===== config.mk =====
export PLATFORM = sky130hd
export DESIGN_NAME = sh_right_seq
export DESIGN_NICKNAME = d
export VERILOG_FILES = /design/src/rtl/sh_right_pkg.sv /design/src/rtl/sh_right_step.sv /design/src/rtl/sh_right_seq.sv
export SDC_FILE = /design/constraint.sdc
export NUM_CORES = 1
export LEC_CHECK = 0
export CORE_UTILIZATION = 40
export DETAILED_ROUTE_END_ITERATION = 8
export PLACE_DENSITY = 0.68
export SETUP_SLACK_MARGIN = 0.05
export SYNTH_ARGS = -nofsm -noshare
export SYNTH_HDL_FRONTEND = slang
export SYNTH_SLANG_ARGS = --single-unit

===== constraint.sdc =====
create_clock -name clk -period 2 [get_ports clk]
set_input_delay 0.2 -clock clk [delete_from_list [all_inputs] [get_ports clk]]
set_output_delay 0.2 -clock clk [all_outputs]
set_load 0.03 [all_outputs]

===== src/rtl/sh_right_pkg.sv =====
// -----------------------------------------------------------------------------
// sh_right_pkg
// Shared types and constants for the multi-cycle right shifter.
//   shr_op_t    : operation code (SRL, SRA, ROR, reserved)
//   shr_state_t : controller state encoding
//   W_DEF       : default operand width
// Optional feature macro: SH_RIGHT_ROTATE_EN (see sh_right_step).
// -----------------------------------------------------------------------------
package sh_right_pkg;

    localparam int W_DEF = 32;

    typedef enum logic [1:0] {
        OP_SRL = 2'b00,
        OP_SRA = 2'b01,
        OP_ROR = 2'b10,
        OP_RSV = 2'b11
    } shr_op_t;

    typedef enum logic [1:0] {
        S_IDLE  = 2'b00,
        S_SHIFT = 2'b01,
        S_DONE  = 2'b10
    } shr_state_t;

endpackage : sh_right_pkg


===== src/rtl/sh_right_step.sv =====
// -----------------------------------------------------------------------------
// sh_right_step
// Combinational one-bit right step of the working register.
//   sreg_i : current working value (W bits)
//   op_i   : operation (SRL / SRA / ROR / reserved)
//   nxt_o  : working value after one right step
// Fill bit entering the MSB:
//   SRL, reserved : 0
//   SRA           : sreg_i[W-1] (sign replicates, so it stays the captured sign)
//   ROR           : sreg_i[0] when SH_RIGHT_ROTATE_EN is defined, otherwise 0
// Macro: SH_RIGHT_ROTATE_EN enables the rotate path; without it no rotate
// logic is built and OP_ROR behaves exactly like SRL.
// -----------------------------------------------------------------------------
module sh_right_step
    import sh_right_pkg::*;
#(
    parameter int W = W_DEF
) (
    input  logic [W-1:0] sreg_i,
    input  shr_op_t      op_i,
    output logic [W-1:0] nxt_o
);

    logic fill;

    always_comb begin
        fill = 1'b0;
        case (op_i)
            OP_SRA:  fill = sreg_i[W-1];
`ifdef SH_RIGHT_ROTATE_EN
            OP_ROR:  fill = sreg_i[0];
`endif
            default: fill = 1'b0;
        endcase
        nxt_o        = sreg_i >> 1;
        nxt_o[W-1]   = fill;
    end

endmodule : sh_right_step


===== src/rtl/sh_right_seq.sv =====
// -----------------------------------------------------------------------------
// sh_right_seq
// Multi-cycle right shifter: shifts a W-bit operand right by 0..W-1 bits,
// one bit per clock, with a start/done handshake.
// Ports:
//   clk       : rising-edge clock
//   rst_n     : asynchronous active-low reset
//   start     : request, sampled only while idle (busy==0)
//   x         : operand, captured on accept
//   shamt     : shift amount, captured on accept
//   op        : 00 SRL, 01 SRA, 10 ROR (macro only, else SRL), 11 acts as SRL
//   busy      : high while a request is in flight (SHIFT or DONE)
//   done      : one-cycle pulse, s valid in that cycle
//   s         : result, held from done until the next accepted start
//   state_dbg : current controller state, for observation only
// Handshake: a request is accepted on a clock edge where start==1 and the
// unit is idle; starts seen while busy (including the DONE cycle) are dropped,
// never queued. done follows edge E(shamt+1) after the accepting edge E0.
// Macro: SH_RIGHT_ROTATE_EN enables rotate-right for op=10.
// -----------------------------------------------------------------------------
module sh_right_seq
    import sh_right_pkg::*;
#(
    parameter int W   = W_DEF,
    parameter int SHW = $clog2(W)
) (
    input  logic           clk,
    input  logic           rst_n,
    input  logic           start,
    input  logic [W-1:0]   x,
    input  logic [SHW-1:0] shamt,
    input  logic [1:0]     op,
    output logic           busy,
    output logic           done,
    output logic [W-1:0]   s,
    output shr_state_t     state_dbg
);

    shr_state_t     state_q, state_d;
    logic [W-1:0]   sreg_q,  sreg_d;
    logic [SHW-1:0] cnt_q,   cnt_d;
    shr_op_t        op_q,    op_d;
    logic [W-1:0]   s_q,     s_d;
    logic [W-1:0]   step_nxt;

    sh_right_step #(.W(W)) u_step (
        .sreg_i (sreg_q),
        .op_i   (op_q),
        .nxt_o  (step_nxt)
    );

    always_ff @(posedge clk or negedge rst_n) begin
        if (!rst_n) begin
            state_q <= S_IDLE;
            sreg_q  <= '0;
            cnt_q   <= '0;
            op_q    <= OP_SRL;
            s_q     <= '0;
        end else begin
            state_q <= state_d;
            sreg_q  <= sreg_d;
            cnt_q   <= cnt_d;
            op_q    <= op_d;
            s_q     <= s_d;
        end
    end

    always_comb begin
        state_d = state_q;
        sreg_d  = sreg_q;
        cnt_d   = cnt_q;
        op_d    = op_q;
        s_d     = s_q;
        case (state_q)
            S_IDLE: begin
                if (start) begin
                    sreg_d  = x;
                    cnt_d   = shamt;
                    op_d    = shr_op_t'(op);
                    state_d = S_SHIFT;
                end
            end
            S_SHIFT: begin
                if (cnt_q != '0) begin
                    sreg_d = step_nxt;
                    cnt_d  = cnt_q - SHW'(1);
                end else begin
                    // Only the finished value ever reaches s.
                    s_d     = sreg_q;
                    state_d = S_DONE;
                end
            end
            S_DONE: begin
                state_d = S_IDLE;
            end
            default: begin
                state_d = S_IDLE;
            end
        endcase
    end

    // done is exactly the one DONE cycle, so it is a pure state decode.
    assign busy      = (state_q != S_IDLE);
    assign done      = (state_q == S_DONE);
    assign s         = s_q;
    assign state_dbg = state_q;

endmodule : sh_right_seq


==> flow_results.org, run 1 <==
** Status
- Result of the run :: finished, final reports clean

** Layout
- The multi-input combinational cells in the finished layout cover a total of 0.00118 mm2.
- Leading cell type in the layout, fill and taps excluded :: nand2_1
- Commonest non-fill, non-tap cells in the layout :: nand2_1, clkdlybuf4s50_1, dfrtp_1, nor2_1, a31oi_1
- Register Area :: 0.00183 mm2
- Post-synthesis to final-layout area growth :: 36.5%
- Post-route cell area :: 0.00429 mm2
- Filler cell count in the final layout :: about 660
- Of the cells placed in the final design, the portion with a size suffix greater than 1 is 8.46%.
- 0 antenna diodes ended up in the layout.
- Number of nets in the final layout :: around 490
- Leaving out filler cells and counting taps, the final layout contains 548.

** Worst setup path
- CP Capture Type :: flip-flop
- The worst setup path is launched from a flip-flop.
- Endpoint required time on the critical path :: about 2.2 ns
- Worst Reg2Reg Path Length in Cells :: 7
- In this design, the critical path's most frequently occurring cell is nand2_1.
- Kind of cell with the highest combined delay on the critical path :: simple AND/OR/NAND/NOR gates
- Along the worst path, the maximum fanout reaches 20.
- The worst register-to-register path ends at s[9]$_DFFE_PN0P_.
- Max incr delay on CP :: 0.40 ns
- For flop-to-flop paths, the worst setup slack is 0.15 ns.
- Crit path buf inv count :: 2
- In this run the critical register-to-register path is launched from cnt_q[0]$_DFFE_PN0P_.
- Among all stages on the critical path, the largest delay is contributed by or3_4.
- At the worst endpoint, the arrival time is 2.08 ns.
- Critical path cell sequence :: inv_1 -> ha_2 -> or3b_1 -> or3_4 -> buf_8 -> nand2_1 -> nand2_1
- Classification of the worst setup path :: reg -> reg

** STA
- In the finished design, the share of the clock period the worst path needs comes to 92.6%.
- Peak clock frequency supported by timing :: 540 MHz
- Hold slack :: 0.318 ns
- Clock Skews :: approximately 0.012 ns
- Final Hold Violating Endpoints :: 0
- For the final routed database, the setup TNS stands at 0 ns.
- Slew at the pin closest to its max-slew limit :: 0.371 ns
- Headroom to the max-slew limit came out at 75.2%.
- For the finished layout, the period the worst path requires is ~1.9 ns.
- Endpoints failing setup :: 0
- The max-slew violation total from the final report was 0.
- Unrepaired setup endpoints after global routing :: yes

** CTS
- After clock tree synthesis, the clock-pin slew on the worst setup and hold paths is 0.08 ns.
- Number of levels the H-tree was split into :: 3
- Bufs on Longest Clock Path :: 2
- TritonCTS built the clock tree.
- Total clock buffers created by CTS :: 9
- In this run the post-CTS setup repair buffer count came out at 0.
- Worst-Skew Late Latency :: about 0.34 ns
- Clock sinks :: 73
- Clock root buffer :: clkbuf_8

** Placed design
- The congestion estimate from routability-driven global placement came to 0.770.
- Buffers added on ports :: 77
- In this run, placement finished with an instance count of 531.
- After detailed placement, the total cell area comes to roughly 0.004 mm2.
- Hpwl dp :: 4790 um

** Synth
- Of the total synthesized cell area, the portion taken by XOR and XNOR cells is 0%.
- The synthesized design contains between 70 and 80 register bits.
- Post-Synth Simple-Gate Area :: 27.6%
- In this run, synthesis inferred 0 flip-flops with an integrated enable.
- Fraction of the mapped netlist area in adder cells :: less than 1%
- Area fraction in compound gates after synthesis :: around 9%
- After synthesis the cells add up to approximately 0.0031 mm2.
- Top_reg_cell synth :: dfrtp_1
- Mux share of post-synthesis cell area :: 0%
- Mean Syn Cell Area :: about 8.6 um2
- After synthesis, the largest family of logic cells by area is simple AND/OR/NAND/NOR gates.
- Of the post-synthesis cell area, the dominant cell type holds ~58%.
- For this run, asynchronously set or reset flops after synthesis account for 100%.
- The number of nets in the synthesized netlist is 408.
- For this run, the register share of the synthesized area comes to 58.1%.
- Yosys top cell by area :: dfrtp_1
- Count of cell types in the netlist :: 28
- Gate count after technology mapping :: 365
- For this run, the number of Yosys warnings is 0.
- Dominant cells by area after synthesis :: dfrtp_1, nand2_1, a31oi_1, nor2_1, buf_2

** GRT
- In the global route stage, met3 resource usage came out at 3.37%.
- met2 is the most crowded layer.
- The number of antenna violations at the first check in global routing came to 0.
- GRT Total Usage :: 18.5%
- Largest net degree at the start of global routing :: 48
- After global routing the overflow that remains totals 0.
- The first global-routing pass estimated 12200 um of wire.
- The number of global-route vias before repair came to 2527.
- For met2 alone, demand over resource in global routing was 28.0%.
- M1 GR Usage :: approximately a quarter

** Die
- Starting density of the core :: 42.4%
- The floorplan step defined a die boundary enclosing a little over 0.008 mm2.
- IO Count :: 78
- Cell Rows :: 31
- After floorplanning, the core was sized to cover 0.00741 mm2.
- The die is 90.7 um tall.
- Die boundary width :: 90.7 um

** Detailed routing
- The routed layout has approximately 2600 vias.
- Before antenna repair, the detailed router went through 4 iterations.
- For this block, the initial DRC count from the detailed router was 159.
- Average wire per standard cell :: roughly 13 um
- WL final :: 7050 um
- DRC errors left :: 0
- In the routed layout, each cell is associated on average with a via count of 4.81.
- Once detail routing completed, the nets flagged for antenna violations numbered 0.

** Power and ir drop
- Power Dens Cells :: about 1700 mW/mm2
- The design draws 0.00732 W.
- IR analysis of the VDD net gives a maximum drop of around 0.00069 V.
- Leakage power :: approximately 2 nW

** Min path
- Worst hold-check path type :: in -> async

** Job
- The tool flagged a number of max-cap violations equal to 0.
## worst max path at each step
stage / slack, ns / from / depth (start not counted) / endpoint
floorplan: 0.19 / cnt_q[0]$_DFFE_PN0P_ / 8 / s[10]$_DFFE_PN0P_
global placement: 0.09 / cnt_q[0]$_DFFE_PN0P_ / 7 / s[22]$_DFFE_PN0P_
detailed placement: 0.05 / cnt_q[0]$_DFFE_PN0P_ / 7 / s[9]$_DFFE_PN0P_
CTS: 0.11 / cnt_q[0]$_DFFE_PN0P_ / 7 / s[9]$_DFFE_PN0P_
global route: 0.05 / cnt_q[0]$_DFFE_PN0P_ / 7 / s[13]$_DFFE_PN0P_
finish: 0.15 / cnt_q[0]$_DFFE_PN0P_ / 7 / s[9]$_DFFE_PN0P_
## cell families after synthesis
family	after synthesis
buffers and inverters	28
AND/OR/NAND/NOR	219
adder cells (fa/ha/maj)	1
AO/OA/AOI/OAI	44
flip-flops	73
## where the power goes
group | internal [W] | switching (W)
Combinational | 0.00144 | 0.00195
Clock | 0.000697 | 0.000534
Sequential | 0.00221 | 0.000490
Total | 0.00435 | 0.00298
## sequential cells by signal, indices dropped and copies added, names as in the netlist
signal	cells
sreg_q	32
state_dbg	2
cnt_q	5
s	32
op_q	2
## area by class of cell
cell class,instances,share of cell area [%]
Sequential cell,73,42.6
Multi-Input combinational cell,264,27.5
Timing Repair Buffer,91,21.4
Clock buffer,10,2.97
Tap cell,99,2.89
Clock inverter,6,1.92
Inverter,5,0.729
## per-layer routing
metal / up-vias / routed length (um) / share of wire, %
met1: 1225 / 3490 / 50
met4: 0 / 94 / 1.3
li1: 1334 / - / -
met2: 69 / 3130 / 44
met3: 10 / 334 / 4.7
met5: - / 0 / 0
## metrics by stage
stage	setup WS (ns)	util, %
global route	0.0468	57.9
detailed placement	0.0452	54.7
global placement	0.0903	54.7
CTS	0.105	57.7
floorplan	0.193	-
finish	0.147	57.9
## Yosys cell counts (2+ instances only)
master	n
nand2_1	165
dfrtp_1	73
nor2_1	39
a31oi_1	31
buf_2	10
clkbuf_1	8
a21oi_1	5
buf_6	4
inv_1	4
nor3_1	4
a211oi_1	2
nor2b_1	2
or2_2	2
or3b_1	2
## timing repair
action / CTS / global route
endpoints found under the setup margin: 18 / 31
endpoints found under the hold margin: 26 / 0
hold buffers: 1 / 0
gates resized for setup: 2 / 5
Note: power is estimated with default switching activity, not from simulation.
==> inputs of run 2 (changes only) <==
--- a/config.mk
+++ b/config.mk
@@ -9,2 +9,3 @@
 export DETAILED_ROUTE_END_ITERATION = 8
+export HOLD_SLACK_MARGIN = 0.1
 export PLACE_DENSITY = 0.68
==> constraint.sdc (replaced) <==
create_clock -name clk -period 2 [get_ports clk]
set_input_delay 0.3 -clock clk [delete_from_list [all_inputs] [get_ports clk]]
set_output_delay 0.3 -clock clk [all_outputs]
set_load 0.03 [all_outputs]
==> run 2 against run 1 <==
Flip-flop and latch count stayed put. Core utilization rose by 0.51 points. Final cell count increased by 0.18%. Global-route usage increased by 1.0 points.
==> flow_results.org, run 2 (synthesized netlist as in run 1, its figures left out) <==
** Worst setup path
- Cell mode on critical path :: nand2_1
- Element type at the critical path start :: flip-flop
- Endpoint required time on the critical path :: between 2 and 2.5 ns
- Of all nets on the critical path, the largest fanout is 6.
- Data arrives at the worst endpoint at roughly 2.1 ns.
- CP Capture Type :: flip-flop
- In this run the critical register-to-register path is captured at s[0]$_DFFE_PN0P_.
- The signal on the critical path passes through inv_2 -> ha_4 -> or3b_4 -> or3_4 -> buf_4 -> nand2_1 -> nand2_1.
- Classification of the worst setup path :: reg -> reg
- Critical path startpoint :: cnt_q[1]$_DFFE_PN0P_
- Cell with the largest stage delay on the worst path :: or3_4
- For this run, the slowest stage of the critical path takes 0.48 ns.
- In this run the register-to-register setup slack is 0.09 ns.
- Worst Reg2Reg Path Length in Cells :: 7
- R2r startpoint :: cnt_q[1]$_DFFE_PN0P_

** Layout
- Register Area :: 0.00183 mm2
- Relative to the synthesized area, the layout overhead comes to 37.7%.
- The post-route netlist has 8.89% of its cells at a drive strength greater than 1.
- The library cell used most frequently in the layout, excluding fill and tap cells, is nand2_1.
- Area of combinational cells with multiple inputs :: 0.00119 mm2
- Diodes inserted :: 0
- Filler cell count in the final layout :: 668
- Cells fill 58.5% of the core in the end.
- The count of cells in the finished layout, fillers not included, comes to 549.
- After the last flow step, the layout net total stands at 489.
- In the layout the commonest cells are nand2_1, clkdlybuf4s50_1, dfrtp_1, nor2_1, a31oi_1.

** STA
- Setup repair after global routing could not meet its margin everywhere.
- Of the available clock period, the critical path in the final layout requires 95.5%.
- Min Tclk post-route :: 1.91 ns
- Peak clock frequency supported by timing :: 523 MHz
- The final count of hold timing violations was 0.
- Setup violations remaining at the end of the flow were counted as 0.
- For the final database, setup skew stands at ~0.008 ns.
- Total negative slack for setup checks :: 0 ns
- Worst rel slew slack :: 64.7%
- For the pin with the worst max-slew slack, the measured transition is about 0.53 ns.
- Max Slew Vio Count :: 0

** Placed design
- Placer Congestion :: 0.768
- Hpwl dp :: a little over 5000 um
- Buffers added on ports :: 77
- The number of placed instances, taps included, is 530.

** CTS
- Clock root buffer :: clkbuf_8
- The clock reaches the later pin of the worst-skew pair after 0.34 ns.
- Number of levels the H-tree was split into :: 3
- CTS tree :: built
- Clock transition at the registers of the reported paths :: around 0.080 ns
- For this design, the sink count on the clock tree is 73.
- Bufs on Longest Clock Path :: 2
- Counting the buffers created by CTS gives 9.

** Die
- Vert. Die Dim :: 90.7 um
- Starting density of the core :: 42.4%
- Die boundary width :: slightly above 90 um
- 78 I/O pins were placed.
- Cell Rows :: 31
- The die covers 0.00822 mm2.
- Standard cell core area :: 0.00741 mm2

** Min path
- Worst hold-check path type :: in -> async

** Power and ir drop
- Leakage power :: 2.04 nW
- Power Dens Cells :: 1690 mW/mm2
- IR analysis of the VDD net gives a maximum drop of 0.000646 V.

** Status
- Result of the run :: finished, final reports clean

** Detailed routing
- Average wire per standard cell :: ~14 um
- The detailed router finished its first iteration with 169 violations.
- The first detailed-routing pass took 4 iterations.
- The count of nets left with antenna violations once routing finished came out at 0.
- WL final :: between 7000 and 8000 um
- For this run, design rule violations remaining after detail routing come to 0.
- Detail-routed via count per cell :: 4.97
- Detailed routing inserted a total of ~2700 vias.

** GRT
- Overflow left after global routing :: 0
- The number of global-route vias before repair was between 2000 and 3000.
- The first global-routing pass estimated 12600 um of wire.
- Initial antenna violation count :: 0
- Global routing consumed, over all layers together, 19.5% of the routing resources.
- Entering global routing, the biggest net connects 43 pins.

** Job
- Max-cap check violation count :: 0
[run 2: cell types whose count changed in the layout (fill, tap and decap cells not counted), moves of 2 or more]
| cell | delta |
|---|---|
| clkbuf_1 | +2 |
| clkbuf_16 | +2 |
| clkinv_2 | -2 |
| inv_1 | -2 |
| inv_2 | +2 |
[run 2: metal layers]
layer  wire [um]  track usage [%]  up-vias
met4         106             7.26        0
met3         472             4.04       11
met2        3690             31.4      102
li1            -                -     1340
met5           0                0        -
met1        3360             26.0     1278
[run 2: how the worst max path moves through the flow]
stage / endpoint / slack, ns
after CTS: done / 0.07
after detailed placement: s[14]$_DFFE_PN0P_ / 0.009
after global routing: s[10]$_DFFE_PN0P_ / 0.04
final: s[0]$_DFFE_PN0P_ / 0.09
after floorplan: s[10]$_DFFE_PN0P_ / 0.19
after global placement: s[3]$_DFFE_PN0P_ / 0.08
[run 2: worst max-delay path: cells and delay by family, from the launching register on]
family | cells | cell delay, ns
fa+ha+maj | 1 | 0.13
flops | 1 | 0.41
simple gates | 4 | 0.99
buf+inv | 2 | 0.27
[run 2: power breakdown]
part	switching, W	total (W)	internal [W]
Combinational	0.00201	0.00349	0.00148
Clock	0.000524	0.00109	0.000570
Sequential	0.000510	0.00272	0.00221
Total	0.00304	0.00731	0.00427
[run 2: per-stage QoR]
stage / power (W) / hold slack, ns / cell area [um2] / setup slack (ns)
6_report: 0.00731 / 0.473 / 4330 / 0.0892
5_1_grt: 0.00785 / 0.500 / 4330 / 0.0411
4_1_cts: 0.00730 / 0.480 / 4240 / 0.0748
3_5_place_dp: 0.00621 / 0.329 / 4040 / 0.00878
3_3_place_gp: 0.00608 / 0.313 / 4040 / 0.0789
2_1_floorplan: 0.00487 / 0.00441 / 3140 / 0.193
[run 2: cell type report]
type	instances	area share, %
clock buffer	12	3.12
clock inverter	3	0.982
inverter	5	0.722
multi-input combinational	264	27.6
sequential	73	42.2
tap	99	2.86
timing repair buffer	93	22.6
[run 2: repair_timing]
item                                    CTS  global route
gates cloned                              0             2
hold endpoints to repair                 40             0
hold buffers                              1             0
pin swaps                                 0             2
gates resized for setup                   2            11
endpoints found under the setup margin   29            32
buffers inserted                          0             1
